<file path="config.mk">
export PLATFORM = sky130hd
export DESIGN_NAME = hazard_detection_unit
export DESIGN_NICKNAME = d
export VERILOG_FILES = /design/src/rtl/hazard_detection_unit.sv
export SDC_FILE = /design/constraint.sdc
export NUM_CORES = 1
export LEC_CHECK = 0
export BUFFER_PORTS_ARGS = -buffer_cell sky130_fd_sc_hd__buf_4
export CAP_MARGIN = 20
export CORE_MARGIN = 2
export CORE_UTILIZATION = 40
export CTS_CLUSTER_SIZE = 30
export DETAILED_ROUTE_END_ITERATION = 10
export GPL_TIMING_DRIVEN = 0
export PLACE_DENSITY = 0.89
export RECOVER_POWER = 50
export SLEW_MARGIN = 0
export SYNTH_ARGS = -nofsm -noshare
export SYNTH_HDL_FRONTEND = slang
export SYNTH_SLANG_ARGS = --single-unit
</file>
<file path="constraint.sdc">
create_clock -name clk -period 2.6 [get_ports clk]
set_clock_uncertainty 0.1 [all_clocks]
set_input_delay 0.13 -clock clk [delete_from_list [all_inputs] [get_ports clk]]
set_output_delay 0.13 -clock clk [all_outputs]
set_load 0.05 [all_outputs]
</file>
<file path="src/rtl/hazard_detection_unit.sv">
// Pipeline hazard control: load-use bubbles, DE-branch load stalls and data-memory freezes.
// Optional performance counters are compiled in when HAZARD_PERF_CNT_EN is defined.
module hazard_detection_unit #(
    parameter logic [4:0] ZERO_REG = 5'd0
) (
    input  logic       clk,
    input  logic       rst,
    input  logic       de_valid,
    input  logic [4:0] decoded_rs1,
    input  logic [4:0] decoded_rs2,
    input  logic [1:0] de_data_dependency_check,
    input  logic       de_is_branch,
    input  logic       branch_taken,
    input  logic [4:0] ex_rd,
    input  logic [2:0] ex_wb_src,
    input  logic [4:0] ex_mem_op,
    input  logic [4:0] m1_rd,
    input  logic [2:0] m1_wb_src,
    input  logic [4:0] m1_mem_op,
    input  logic       dmem_req,
    input  logic       dmem_ready,
    output logic       stalled,
    output logic       pc_hold,
    output logic       if_de_hold,
    output logic       de_ex_bubble,
    output logic       de_ex_hold,
    output logic       ex_m1_hold,
    output logic       m1_m2_hold,
    output logic       m2_wb_bubble,
    output logic       if_de_flush,
    output logic [1:0] hazard_state
`ifdef HAZARD_PERF_CNT_EN
    ,
    output logic [31:0] perf_hazard_stall_cnt,
    output logic [31:0] perf_mem_wait_cnt,
    output logic [31:0] perf_flush_cnt
`endif
);

    localparam logic [1:0] MEM_READ   = 2'b01;
    localparam logic [1:0] StRun      = 2'd0;
    localparam logic [1:0] StHazStall = 2'd1;
    localparam logic [1:0] StMemWait  = 2'd2;

    logic [1:0] state_q, state_d;
    logic [1:0] cnt_q, cnt_d;
    logic [1:0] ret_q, ret_d;

    logic ex_is_load, m1_is_load, ex_match, m1_match, mem_wait;
    logic [1:0] n_bubbles;
    logic hz_stall, freeze, legal_state;

    logic unused_mem_op_bits;
    assign unused_mem_op_bits = ^{ex_mem_op[2:0], m1_mem_op[2:0], ex_wb_src[1:0], m1_wb_src[1:0]};

    assign ex_is_load = ex_wb_src[2] & (ex_mem_op[4:3] == MEM_READ);
    assign m1_is_load = m1_wb_src[2] & (m1_mem_op[4:3] == MEM_READ);

    assign ex_match = (ex_rd != ZERO_REG) &
                      ((de_data_dependency_check[0] & (decoded_rs1 == ex_rd)) |
                       (de_data_dependency_check[1] & (decoded_rs2 == ex_rd)));
    assign m1_match = (m1_rd != ZERO_REG) &
                      ((de_data_dependency_check[0] & (decoded_rs1 == m1_rd)) |
                       (de_data_dependency_check[1] & (decoded_rs2 == m1_rd)));

    assign mem_wait    = dmem_req & ~dmem_ready;
    assign legal_state = (state_q != 2'd3);

    always_comb begin
        n_bubbles = 2'd0;
        if (de_valid) begin
            if (ex_is_load && ex_match) begin
                n_bubbles = de_is_branch ? 2'd2 : 2'd1;
            end else if (m1_is_load && m1_match && de_is_branch) begin
                n_bubbles = 2'd1;
            end
        end
    end

    always_comb begin
        hz_stall = 1'b0;
        freeze   = 1'b0;
        state_d  = state_q;
        cnt_d    = cnt_q;
        ret_d    = ret_q;
        case (state_q)
            StRun: begin
                if (mem_wait) begin
                    freeze  = 1'b1;
                    state_d = StMemWait;
                    ret_d   = StRun;
                end else if (n_bubbles != 2'd0) begin
                    hz_stall = 1'b1;
                    if (n_bubbles == 2'd2) begin
                        state_d = StHazStall;
                        cnt_d   = 2'd1;
                    end
                end
            end
            StHazStall: begin
                if (mem_wait) begin
                    freeze  = 1'b1;
                    state_d = StMemWait;
                    ret_d   = StHazStall;
                end else begin
                    hz_stall = 1'b1;
                    // The cycle that takes cnt to zero is the last stall cycle.
                    if (cnt_q <= 2'd1) begin
                        state_d = StRun;
                        cnt_d   = 2'd0;
                    end else begin
                        cnt_d = cnt_q - 2'd1;
                    end
                end
            end
            StMemWait: begin
                freeze = 1'b1;
                if (!mem_wait) begin
                    state_d = ret_q;
                end
            end
            default: begin
                state_d = StRun;
                cnt_d   = 2'd0;
                ret_d   = StRun;
            end
        endcase
        if (rst) begin
            hz_stall = 1'b0;
            freeze   = 1'b0;
        end
    end

    always_ff @(posedge clk or posedge rst) begin
        if (rst) begin
            state_q <= StRun;
            cnt_q   <= 2'd0;
            ret_q   <= StRun;
        end else begin
            state_q <= state_d;
            cnt_q   <= cnt_d;
            ret_q   <= ret_d;
        end
    end

    assign stalled      = hz_stall | freeze;
    assign pc_hold      = hz_stall | freeze;
    assign if_de_hold   = hz_stall | freeze;
    assign de_ex_bubble = hz_stall & ~freeze;
    assign de_ex_hold   = freeze;
    assign ex_m1_hold   = freeze;
    assign m1_m2_hold   = freeze;
    assign m2_wb_bubble = freeze;
    assign if_de_flush  = branch_taken & de_is_branch & de_valid & ~stalled & ~rst & legal_state;
    assign hazard_state = rst ? StRun : state_q;

`ifdef HAZARD_PERF_CNT_EN
    always_ff @(posedge clk or posedge rst) begin
        if (rst) begin
            perf_hazard_stall_cnt <= 32'd0;
            perf_mem_wait_cnt     <= 32'd0;
            perf_flush_cnt        <= 32'd0;
        end else begin
            if (hz_stall && perf_hazard_stall_cnt != 32'hFFFF_FFFF) begin
                perf_hazard_stall_cnt <= perf_hazard_stall_cnt + 32'd1;
            end
            if (freeze && perf_mem_wait_cnt != 32'hFFFF_FFFF) begin
                perf_mem_wait_cnt <= perf_mem_wait_cnt + 32'd1;
            end
            if (if_de_flush && perf_flush_cnt != 32'hFFFF_FFFF) begin
                perf_flush_cnt <= perf_flush_cnt + 32'd1;
            end
        end
    end
`endif

endmodule

</file>
# Yosys cells after proc, flatten, opt, wreduce, memory -nomap -nowiden
# Index checks and enable logic that the tools add are counted.
# Widths: inputs -> output; s select.
# classes
n_addsub	1
n_eq_ne	20
mux	27
order_cmp	1
n_bitwise	23
reduce_logical	11
n_div	0
n_shift	0
n_mul	0
# op_table
operator	count
$mux 2	15
$eq 5x5->1	4
$pmux 2 s3	3
$ne 2x2->1 const B	8
$and 1x1->1	15
$reduce_bool 5->1	2
$ne 3x3->1 const B	3
$mux 1	7
$eq 2x1->1 const B	3
$not 1->1	5
$reduce_and 5->1	1
$eq 2x2->1 const B	2
$pmux 1 s2	2
$reduce_and 4->1	1
$logic_and 1x1->1	3
$or 1x1->1	3
$reduce_and 3->1	1
$le 2x1->1 const B	1
$logic_not 2->1	1
$reduce_bool 2->1	1
$reduce_or 2->1	1
$sub 2x1->2 const B	1
# totals
rom_bits	0
n_memories	0
latchBits	0
out_inout_bits	11
in_bits	45
mem_bits_rw	0
ff_bits	6

# Depth between registers and ports, before layout
# Gate-level depths: netlist of the first run.
# depth
word_depth	19
ltp_mapped	6

# Least setup slack after synthesis of the first run
# Ideal clock, no wire load.
# synth_timing
path_type	input to output
start	input port decoded_rs2[0]
end	output port pc_hold
setup_slack_ns	-0.078
arrival_ns	2.448
stages	6
cell_sequence	xnor2_1 -> nand4_1 -> o22ai_1 -> a221oi_2 -> a221oi_1 -> buf_4
# synth_between
elab_chain_cells	15
elab_cells_between_ends	20
cone_classes	2 x eq/ne; 7 x mux; 7 x bitwise; 4 x reduce/logical
# synth_lines
item	line_no	source
start: declaration	10	input logic [4:0] decoded_rs2,
$eq 5x5->1	64	(de_data_dependency_check[1] & (decoded_rs2 == m1_rd)));
$and 1x1->1	64	
$or 1x1->1	63	((de_data_dependency_check[0] & (decoded_rs1 == m1_rd)) |
$and 1x1->1	62	assign m1_match = (m1_rd != ZERO_REG) &
$logic_and 1x1->1 (2 in series)	74	end else if (m1_is_load && m1_match && de_is_branch) begin
$mux 1	74	
$mux 2 *	72	if (ex_is_load && ex_match) begin
$mux 2 *	71	if (de_valid) begin
$reduce_bool 2->1 *	92	end else if (n_bubbles != 2'd0) begin
$mux 1 *	92	
$mux 1 *	88	if (mem_wait) begin
$pmux 1 s2 *	86	case (state_q)
$mux 1 *	128	if (rst) begin
$or 1x1->1 *	-	
end: declaration	23	output logic pc_hold,
# Mark *: on every way between the ends. The rest lies on a longest branch, timed or not.

# Worst setup path in the final report of the first run
# layout_timing
start	input port m1_rd[1]
end	output port pc_hold
# layout_between
elab_chain_cells	15
elab_cells_between_ends	18
cone_classes	2 x eq/ne; 7 x mux; 5 x bitwise; 4 x reduce/logical
# layout_lines
item	line_no	source
start: declaration	17	input logic [4:0] m1_rd,
$eq 5x5->1 (on tied branches)	63, 64	
$and 1x1->1 (on tied branches)	63, 64	
$or 1x1->1	63	
$and 1x1->1 *	62	
$logic_and 1x1->1 * (2 in series)	74	
$mux 1 *	74	
$mux 2 *	72	
$mux 2 *	71	
$reduce_bool 2->1 *	92	
$mux 1 *	92	
$mux 1 *	88	
$pmux 1 s2 *	86	
$mux 1 *	128	
$or 1x1->1 *	147	assign pc_hold = hz_stall | freeze;
# Marked as above.

==> results of run 1 <==
state kept, by name, summed over array words and instances (netlist names):
register	flops
cnt_q	2
ret_q	1
state_q	2
logic make-up (layout without fill, tap and decap cells):
| logic type | after synthesis | count (layout) | share of synthesized area, % |
|---|---|---|---|
| xor+xnor | 20 | 20 | 27.6 |
| buf+inv | 8 | 58 | 7.69 |
| flops | 5 | 5 | 19.7 |
| simple gates | 33 | 33 | 28.4 |
| compound gates | 15 | 15 | 16.6 |
power breakdown:
part | internal, mW | switching [mW]
logic | 0.0796 | 0.0811
clock network | 0.0581 | 0.0335
registers | 0.0807 | 0.00172
how the worst max path moves through the flow:
stage / slack (ps) / start / cells past startpoint / end
3_3_place_gp: 620 / m1_rd[1] / 8 / pc_hold
5_1_grt: 520 / m1_rd[1] / 8 / stalled
2_1_floorplan: 390 / state_q[0] / 4 / ex_m1_hold
6_report: 620 / m1_rd[1] / 8 / pc_hold
3_5_place_dp: 620 / m1_rd[1] / 8 / pc_hold
4_1_cts: 600 / m1_rd[1] / 8 / pc_hold
layout make-up:
| cell class | count | area share [%] |
|---|---|---|
| inverters | 1 | 0.365 |
| repair buffers | 46 | 33.1 |
| plain buffers | 7 | 4.38 |
| flip-flops and latches | 5 | 12.2 |
| clock buffers | 4 | 2.56 |
| well taps | 16 | 1.95 |
| multi-input cells | 68 | 45.4 |
tightest hold or removal path, cell delays in order:
cell and delay (ps):
buf_4 80, nor2b_1 100, a21boi_0 150
synth_stat cells, types with 3 or more instances:
cell,instances,area [um^2]
nor2b_1,3,18.8
buf_4,5,37.5
a21oi_1,4,20.0
xnor2_1,20,175
nand4_1,4,25.0
dfrtp_1,5,125
nand2_1,8,30.0
nor3_1,3,15.0
nor2_1,5,18.8
routing by layer:
layer,track usage (%),part of all wire [%]
met4,7.88,1.8
met5,0,0
met2,45.0,55
met3,3.75,6.7
met1,24.7,36
through the flow:
stage | std cells | hold slack, ps | worst slack [ps] | utilization [%]
2_1_floorplan | 81 | -186 | 388 | -
3_3_place_gp | 142 | -13.9 | 616 | 67.1
3_5_place_dp | 142 | -2.77 | 622 | 67.1
4_1_cts | 147 | 150 | 604 | 69.5
5_1_grt | 147 | 179 | 516 | 69.0
6_report | 147 | 158 | 620 | 69.0
==> impl_metrics.py, run 1 <==
metrics = {
    "cts": {
        "ctsResizeCount": 0,
        "ctsHoldBuffers": 1,
        "post_cts_buffers": 0,
        "clk_latency_ps": 240,
        "cts_buffers": 3,
        "clkTransAtPathRegs_ps": 40,
        "clock_path_buffers": 2,
        "cts.sinks": 5,
        "ctsHtreeMaxLevel": 1,
        "root_buffer": "clkbuf_4",
        "tritoncts": "done",
    },
    "pwr": {
        "power.leakage_nw": 0.472,
        "power_density_nw_per_um2": 326,
        "p_total_uw": 335,
        "max-vdd-ir-drop_v": 0.000270,
    },
    "detailed_routing": {
        "drt_iter0_drc": 12,
        "viasPerCell": 5.25,
        "wl_per_cell_um": 13.7,
        "drt_wl_total_um": 2020,
        "dr.pass1.iters": 4,
        "drc": 0,
        "drtAntennaViolNets": 0,
        "routed-via-count": 772,
    },
    "grt": {
        "grt_max_degree": 11,
        "grt_pass1_vias": 822,
        "grt_usage_pct": 23.2,
        "gr-total-overflow": 0,
        "antenna_found_initial": 0,
        "grt_pass1_wl_um": 3420,
    },
    "min_path": {
        "whs_endpoint": "state_q[1]",
        "hold_depth": 3,
        "hold_class": "in2reg",
        "hp-start": "dmem_ready",
    },
    "floorplanning": {
        "die_h_um": 43.8,
        "row_count": 14,
        "initial_core_util_pct": 42.6,
        "die_w_um": 43.8,
        "dieArea_um2": 1920,
        "io_pins": 56,
        "coreArea_um2": 1490,
    },
    "synth": {
        "synth_warnings": 0,
        "syn_area_um2": 634,
        "syn-num-nets": 126,
        "async_flop_share_pct": 100,
        "yosysUniqueCellTypes": 28,
        "synth_flop_cell": "dfrtp_1",
        "synth_seq_cells": 5,
        "synth_edf_count": 0,
        "syn_area_per_cell_um2": 7.83,
        "synth_cells": 81,
        "ys_seq_area_share_pct": 19.7,
    },
    "worst_setup_path": {
        "path_class": "in2out",
        "cp_top_family": "simple AND/OR/NAND/NOR gates",
        "crit_buf_inv": 3,
        "arrival_ps": 1750,
        "r2r-start": "state_q[1]",
        "crit_required_ps": 2370,
        "crit_chain": "buf_4, or4_1, nor2_1, nor4_1, a221oi_2, a221oi_2, buf_4, buf_4",
        "r2r_cells": 5,
        "startpoint_type": "primary input",
        "end_kind": "output port",
        "path_max_fanout": 3,
        "reg2reg_slack_ps": 1210,
        "cp_common_cell": "buf_4",
        "max_stage_delay_ps": 520,
        "r2r-end": "cnt_q[0]",
        "cp_slowest_cell": "or4_1",
    },
    "sta": {
        "drv_slew": 0,
        "rsz0062_at_grt": "false",
        "fin_tns_setup_ps": 0,
        "worstMarginPinSlew_ps": 455,
        "setup_viol": 0,
        "hold_viol": 0,
        "fin_crit_sh_pct": 76.1,
        "slew_headroom_pct": 69.6,
        "min_period_ps": 1980,
        "fmax_mhz": 505,
    },
    "cells_and_area": {
        "fin_area_um2": 1030,
        "layout_commonest_cell": "buf_4",
        "multiInputGateArea_um2": 467,
        "final_cell_mix": "48 x buf_4, 20 x xnor2_1, 8 x nand2_1",
        "antenna_cells": 0,
        "fill_cells": 130,
        "layout.nets": 177,
        "seqCellArea_um2": 125,
        "layout-drive-gt1-share_pct": 41.2,
        "synthToLayoutAreaGrowth_pct": 61.9,
    },
    "outcome": {
        "status": "complete, no violations",
    },
    "placed_design": {
        "place_hpwl_um": 1710,
        "placed_cell_area_um2": 998,
        "portBuffers": 45,
        "place.gp.congestion": 0.909,
    },
    "run": {
        "maxCapViolCount": 0,
    },
}
Note: power is estimated with default switching activity, not from simulation.
==> run 2, diff against run 1 <==
--- a/config.mk
+++ b/config.mk
@@ -8,11 +8,11 @@
 export BUFFER_PORTS_ARGS = -buffer_cell sky130_fd_sc_hd__buf_4
 export CAP_MARGIN = 20
 export CORE_MARGIN = 2
-export CORE_UTILIZATION = 40
+export CORE_UTILIZATION = 37
 export CTS_CLUSTER_SIZE = 30
 export DETAILED_ROUTE_END_ITERATION = 10
 export GPL_TIMING_DRIVEN = 0
-export PLACE_DENSITY = 0.89
+export PLACE_DENSITY = 0.83
 export RECOVER_POWER = 50
 export SLEW_MARGIN = 0
 export SYNTH_ARGS = -nofsm -noshare
==> constraint.sdc (replaced) <==
create_clock -name clk -period 2.03 [get_ports clk]
set_clock_uncertainty 0.1 [all_clocks]
set_input_delay 0.1015 -clock clk [delete_from_list [all_inputs] [get_ports clk]]
set_output_delay 0.1015 -clock clk [all_outputs]
set_load 0.05 [all_outputs]
==> impl_metrics.py, run 2 (synthesis gave the netlist of run 1 again) <==
metrics = {
    "pwr": {
        "power.leakage_nw": 0.479,
        "p_total_uw": 429,
        "power_density_nw_per_um2": 409,
        "max-vdd-ir-drop_v": 0.000387,
    },
    "placed_design": {
        "placed_cell_area_um2": 1010,
        "place_hpwl_um": 1580,
        "place.gp.congestion": 0.888,
        "portBuffers": 45,
    },
    "detailed_routing": {
        "wl_met2_um": 911,
        "drc": 0,
        "dr.pass1.iters": 4,
        "wl_met1_um": 830,
        "wl_per_cell_um": 12.8,
        "drt_wl_total_um": 1880,
        "routed-via-count": 766,
        "drt_iter0_drc": 10,
        "top_layer": "met4",
        "viasPerCell": 5.21,
        "wl_met3_um": 104,
        "drtAntennaViolNets": 0,
    },
    "grt": {
        "grt_pass1_vias": 722,
        "gr-total-overflow": 0,
        "grt_usage_pct": 19.9,
        "grt_pass1_wl_um": 2970,
        "antenna_found_initial": 0,
        "grt_max_degree": 11,
    },
    "floorplanning": {
        "die_w_um": 45.4,
        "dieArea_um2": 2060,
        "coreArea_um2": 1560,
        "io_pins": 56,
        "initial_core_util_pct": 40.7,
        "row_count": 14,
        "die_h_um": 45.4,
    },
    "worst_setup_path": {
        "end_kind": "output port",
        "arrival_ps": 1760,
        "path_class": "in2out",
        "startpoint_type": "primary input",
        "path_max_fanout": 3,
        "crit_required_ps": 1830,
    },
    "sta": {
        "fmax_mhz": 509,
        "fin_crit_sh_pct": 96.8,
        "slew_headroom_pct": 68.8,
        "fin_tns_setup_ps": 0,
        "min_period_ps": 1970,
        "worstMarginPinSlew_ps": 467,
        "hold_viol": 0,
        "drv_slew": 0,
        "setup_viol": 0,
    },
    "cells_and_area": {
        "post-route-util_pct": 67.3,
        "top_regs": "cnt_q: 2 flops, state_q: 2 flops, ret_q: 1 flops",
        "antenna_cells": 0,
        "layout_commonest_cell": "buf_4",
        "layout.nets": 177,
        "fin_area_um2": 1050,
        "seqCellArea_um2": 125,
        "fill_cells": 138,
        "synthToLayoutAreaGrowth_pct": 65.5,
        "layout-drive-gt1-share_pct": 43.5,
        "final_cell_mix": "50 x buf_4, 20 x xnor2_1, 8 x nand2_1",
        "multiInputGateArea_um2": 482,
    },
    "run": {
        "maxCapViolCount": 0,
    },
    "cts": {
        "root_buffer": "clkbuf_4",
        "tritoncts": "done",
        "cts.sinks": 5,
        "ctsResizeCount": 0,
        "clkTransAtPathRegs_ps": 40,
        "clock_path_buffers": 2,
        "ctsHtreeMaxLevel": 1,
        "cts_buffers": 3,
        "clk_latency_ps": 240,
    },
    "outcome": {
        "status": "complete, no violations",
    },
    "min_path": {
        "hold_class": "in2reg",
    },
}
## run 2: critical path, cell delays in order
cell,delay [ps]
buf_4,130
or4_1,530
nor2_1,100
nor4_1,70
a221oi_2,380
a221oi_4,120
buf_4,160
buf_4,180
## run 2: timing repair
item | 4_1_cts | 5_1_grt
setup buffers | 0 | 1
endpoints found under the setup margin | 0 | 2
hold endpoints to repair | 5 | 0
hold buffers | 1 | 0
## run 2: routing by layer
layer | vias up | global-route usage, %
met2 | 27 | 34.1
li1 | 384 | -
met1 | 351 | 24.8
met5 | - | 0
met3 | 4 | 2.38
met4 | 0 | 8.82
## run 2: cell type report
| class | instances | share of cell area (%) |
|---|---|---|
| well taps | 16 | 1.91 |
| clock buffers | 4 | 2.50 |
| plain buffers | 6 | 3.93 |
| inverters | 1 | 0.358 |
| repair buffers | 47 | 33.5 |
| flip-flops and latches | 5 | 11.9 |
| multi-input cells | 68 | 45.9 |
## run 2: where the power goes
group | switching [mW] | leakage, nW | internal, mW
logic | 0.101 | 0.396 | 0.104
clock network | 0.0410 | 0.0150 | 0.0743
registers | 0.00508 | 0.0676 | 0.104
total | 0.147 | 0.479 | 0.282
## run 2: final timing paths
| kind | startpoint | to | slack [ps] | cells past startpoint |
|---|---|---|---|---|
| setup / recovery | m1_rd[1] | stalled | 60 | 8 |
| hold / removal | dmem_ready | state_q[1] | 130 | 3 |
| setup reg to reg | state_q[1] | cnt_q[0] | 650 | 4 |
| hold reg to reg | cnt_q[1] | cnt_q[1] | 400 | 1 |
| max in group asynchronous | rst | cnt_q[1] | 1290 | 3 |
| min in group asynchronous | rst | ret_q[0] | 360 | 3 |
## run 2: through the flow
| step | worst slack [ps] | cells | hold slack [ps] |
|---|---|---|---|
| after global routing | -7.96 | 147 | 151 |
| after detailed placement | 58.2 | 142 | -25.1 |
| after floorplan | 69.3 | 81 | -215 |
| after CTS | 49.9 | 147 | 119 |
| after global placement | 69.4 | 142 | -31.8 |
| final | 64.4 | 147 | 127 |
==> run 3, diff against run 2 <==
--- a/config.mk
+++ b/config.mk
@@ -12,7 +12,7 @@
 export CTS_CLUSTER_SIZE = 30
 export DETAILED_ROUTE_END_ITERATION = 10
 export GPL_TIMING_DRIVEN = 0
-export PLACE_DENSITY = 0.83
+export PLACE_DENSITY = 0.77
 export RECOVER_POWER = 50
 export SLEW_MARGIN = 0
 export SYNTH_ARGS = -nofsm -noshare
==> impl_metrics.py, run 3 (synthesis gave the netlist of run 1 again) <==
metrics = {
    "detailed_routing": {
        "wl_per_cell_um": 12.6,
        "routed-via-count": 792,
        "drtAntennaViolNets": 0,
        "drc": 0,
        "dr.pass1.iters": 4,
        "viasPerCell": 5.39,
        "drt_iter0_drc": 24,
        "drt_wl_total_um": 1850,
    },
    "placed_design": {
        "place.gp.congestion": 0.849,
        "place_ws_ps": 23.5,
        "portBuffers": 45,
        "place_hpwl_um": 1560,
        "dp.cells": 142,
        "placed_cell_area_um2": 1010,
    },
    "cts": {
        "clk_latency_ps": 240,
        "tritoncts": "done",
        "root_buffer": "clkbuf_4",
        "ctsHtreeMaxLevel": 1,
        "clock_path_buffers": 2,
        "cts.sinks": 5,
        "cts_buffers": 3,
        "ctsResizeCount": 0,
        "clkTransAtPathRegs_ps": 40,
    },
    "sta": {
        "fmax_mhz": 514,
        "fin_tns_setup_ps": 0,
        "slew_headroom_pct": 60.4,
        "hold_viol": 0,
        "fin_crit_sh_pct": 95.9,
        "rsz0062_at_grt": "false",
        "worstMarginPinSlew_ps": 596,
        "setup_viol": 0,
        "setup_ws_ps": 83.3,
        "drv_slew": 0,
        "min_period_ps": 1950,
    },
    "grt": {
        "grt_usage_pct": 18.9,
        "grt_max_degree": 11,
        "antenna_found_initial": 0,
        "grt_pass1_vias": 717,
        "gr-total-overflow": 0,
        "grt_pass1_wl_um": 2900,
    },
    "cells_and_area": {
        "final_cell_mix": "49 x buf_4, 20 x xnor2_1, 8 x nand2_1",
        "layout.nets": 177,
        "fin_area_um2": 1050,
        "synthToLayoutAreaGrowth_pct": 64.9,
        "final-instance-count-excl-fill": 147,
        "antenna_cells": 0,
        "top_regs": "cnt_q: 2 flops, state_q: 2 flops, ret_q: 1 flops",
        "layout-drive-gt1-share_pct": 42.7,
        "layout_commonest_cell": "buf_4",
    },
    "pwr": {
        "max-vdd-ir-drop_v": 0.000420,
        "power_density_nw_per_um2": 406,
        "power.leakage_nw": 0.475,
        "p_total_uw": 425,
    },
    "worst_setup_path": {
        "path_class": "in2out",
        "critPathCapture": "stalled",
        "startpoint_type": "primary input",
        "crit_required_ps": 1830,
        "reg2reg_slack_ps": 660,
        "end_kind": "output port",
        "startpoint": "m1_rd[1]",
        "r2r-start": "state_q[0]",
        "arrival_ps": 1750,
        "path_max_fanout": 3,
        "r2r_cells": 5,
        "r2r-end": "cnt_q[0]",
    },
    "floorplanning": {
        "die_w_um": 45.4,
        "die_h_um": 45.4,
        "io_pins": 56,
        "coreArea_um2": 1560,
        "row_count": 14,
        "dieArea_um2": 2060,
        "initial_core_util_pct": 40.7,
    },
    "outcome": {
        "status": "complete, no violations",
    },
    "min_path": {
        "hold_class": "in2reg",
        "hp-start": "dmem_ready",
    },
    "run": {
        "maxCapViolCount": 0,
    },
}
[run 3: what timing repair did]
action                     in CTS  in global routing
hold endpoints to repair        5                  0
hold buffers                    1                  0
buffers inserted                0                  1
setup endpoints to repair       0                  3
[run 3: critical path, cell delays in order]
cell,delay (ps)
buf_4,130
or4_1,520
nor2_1,120
nor4_1,80
a221oi_2,220
buf_4,170
a221oi_4,70
buf_4,160
buf_4,180
[run 3: worst min path at each step]
| stage | end | depth (start not counted) |
|---|---|---|
| 5_1_grt | state_q[1] | 3 |
| 2_1_floorplan | cnt_q[0] | 1 |
| 4_1_cts | state_q[1] | 3 |
| 3_5_place_dp | ret_q[0] | 2 |
| 6_report | state_q[1] | 3 |
| 3_3_place_gp | ret_q[0] | 2 |
[run 3: through the flow]
stage	hold WS [ps]	utilization, %
floorplan	-215	-
global placement	-32.4	65.0
detailed placement	-20.8	65.0
CTS	105	67.3
global route	150	67.1
finish	115	67.1
[run 3: report_power, final]
part	internal [mW]	switching (mW)	leakage (nW)
Sequential	0.104	0.00518	0.0676
Clock	0.0741	0.0383	0.0150
Combinational	0.103	0.100	0.392
Total	0.281	0.144	0.475
[run 3: final cells by class]
class | count | area (um^2)
Clock buffer | 4 | 26.3
Fill cell | 137 | 513
Sequential cell | 5 | 125
Buffer | 6 | 41.3
Tap cell | 16 | 20.0
Timing Repair Buffer | 47 | 348
Inverter | 1 | 3.75
Multi-Input combinational cell | 68 | 482
[run 3: layer usage]
layer | share of wire [%] | track usage [%] | wire length (um) | vias up
li1 | - | - | - | 386
met1 | 40 | 22.2 | 744 | 364
met2 | 51 | 34.9 | 940 | 38
met3 | 7.9 | 3.97 | 147 | 4
met4 | 1.0 | 3.53 | 19 | 0
met5 | 0 | 0 | 0 | -
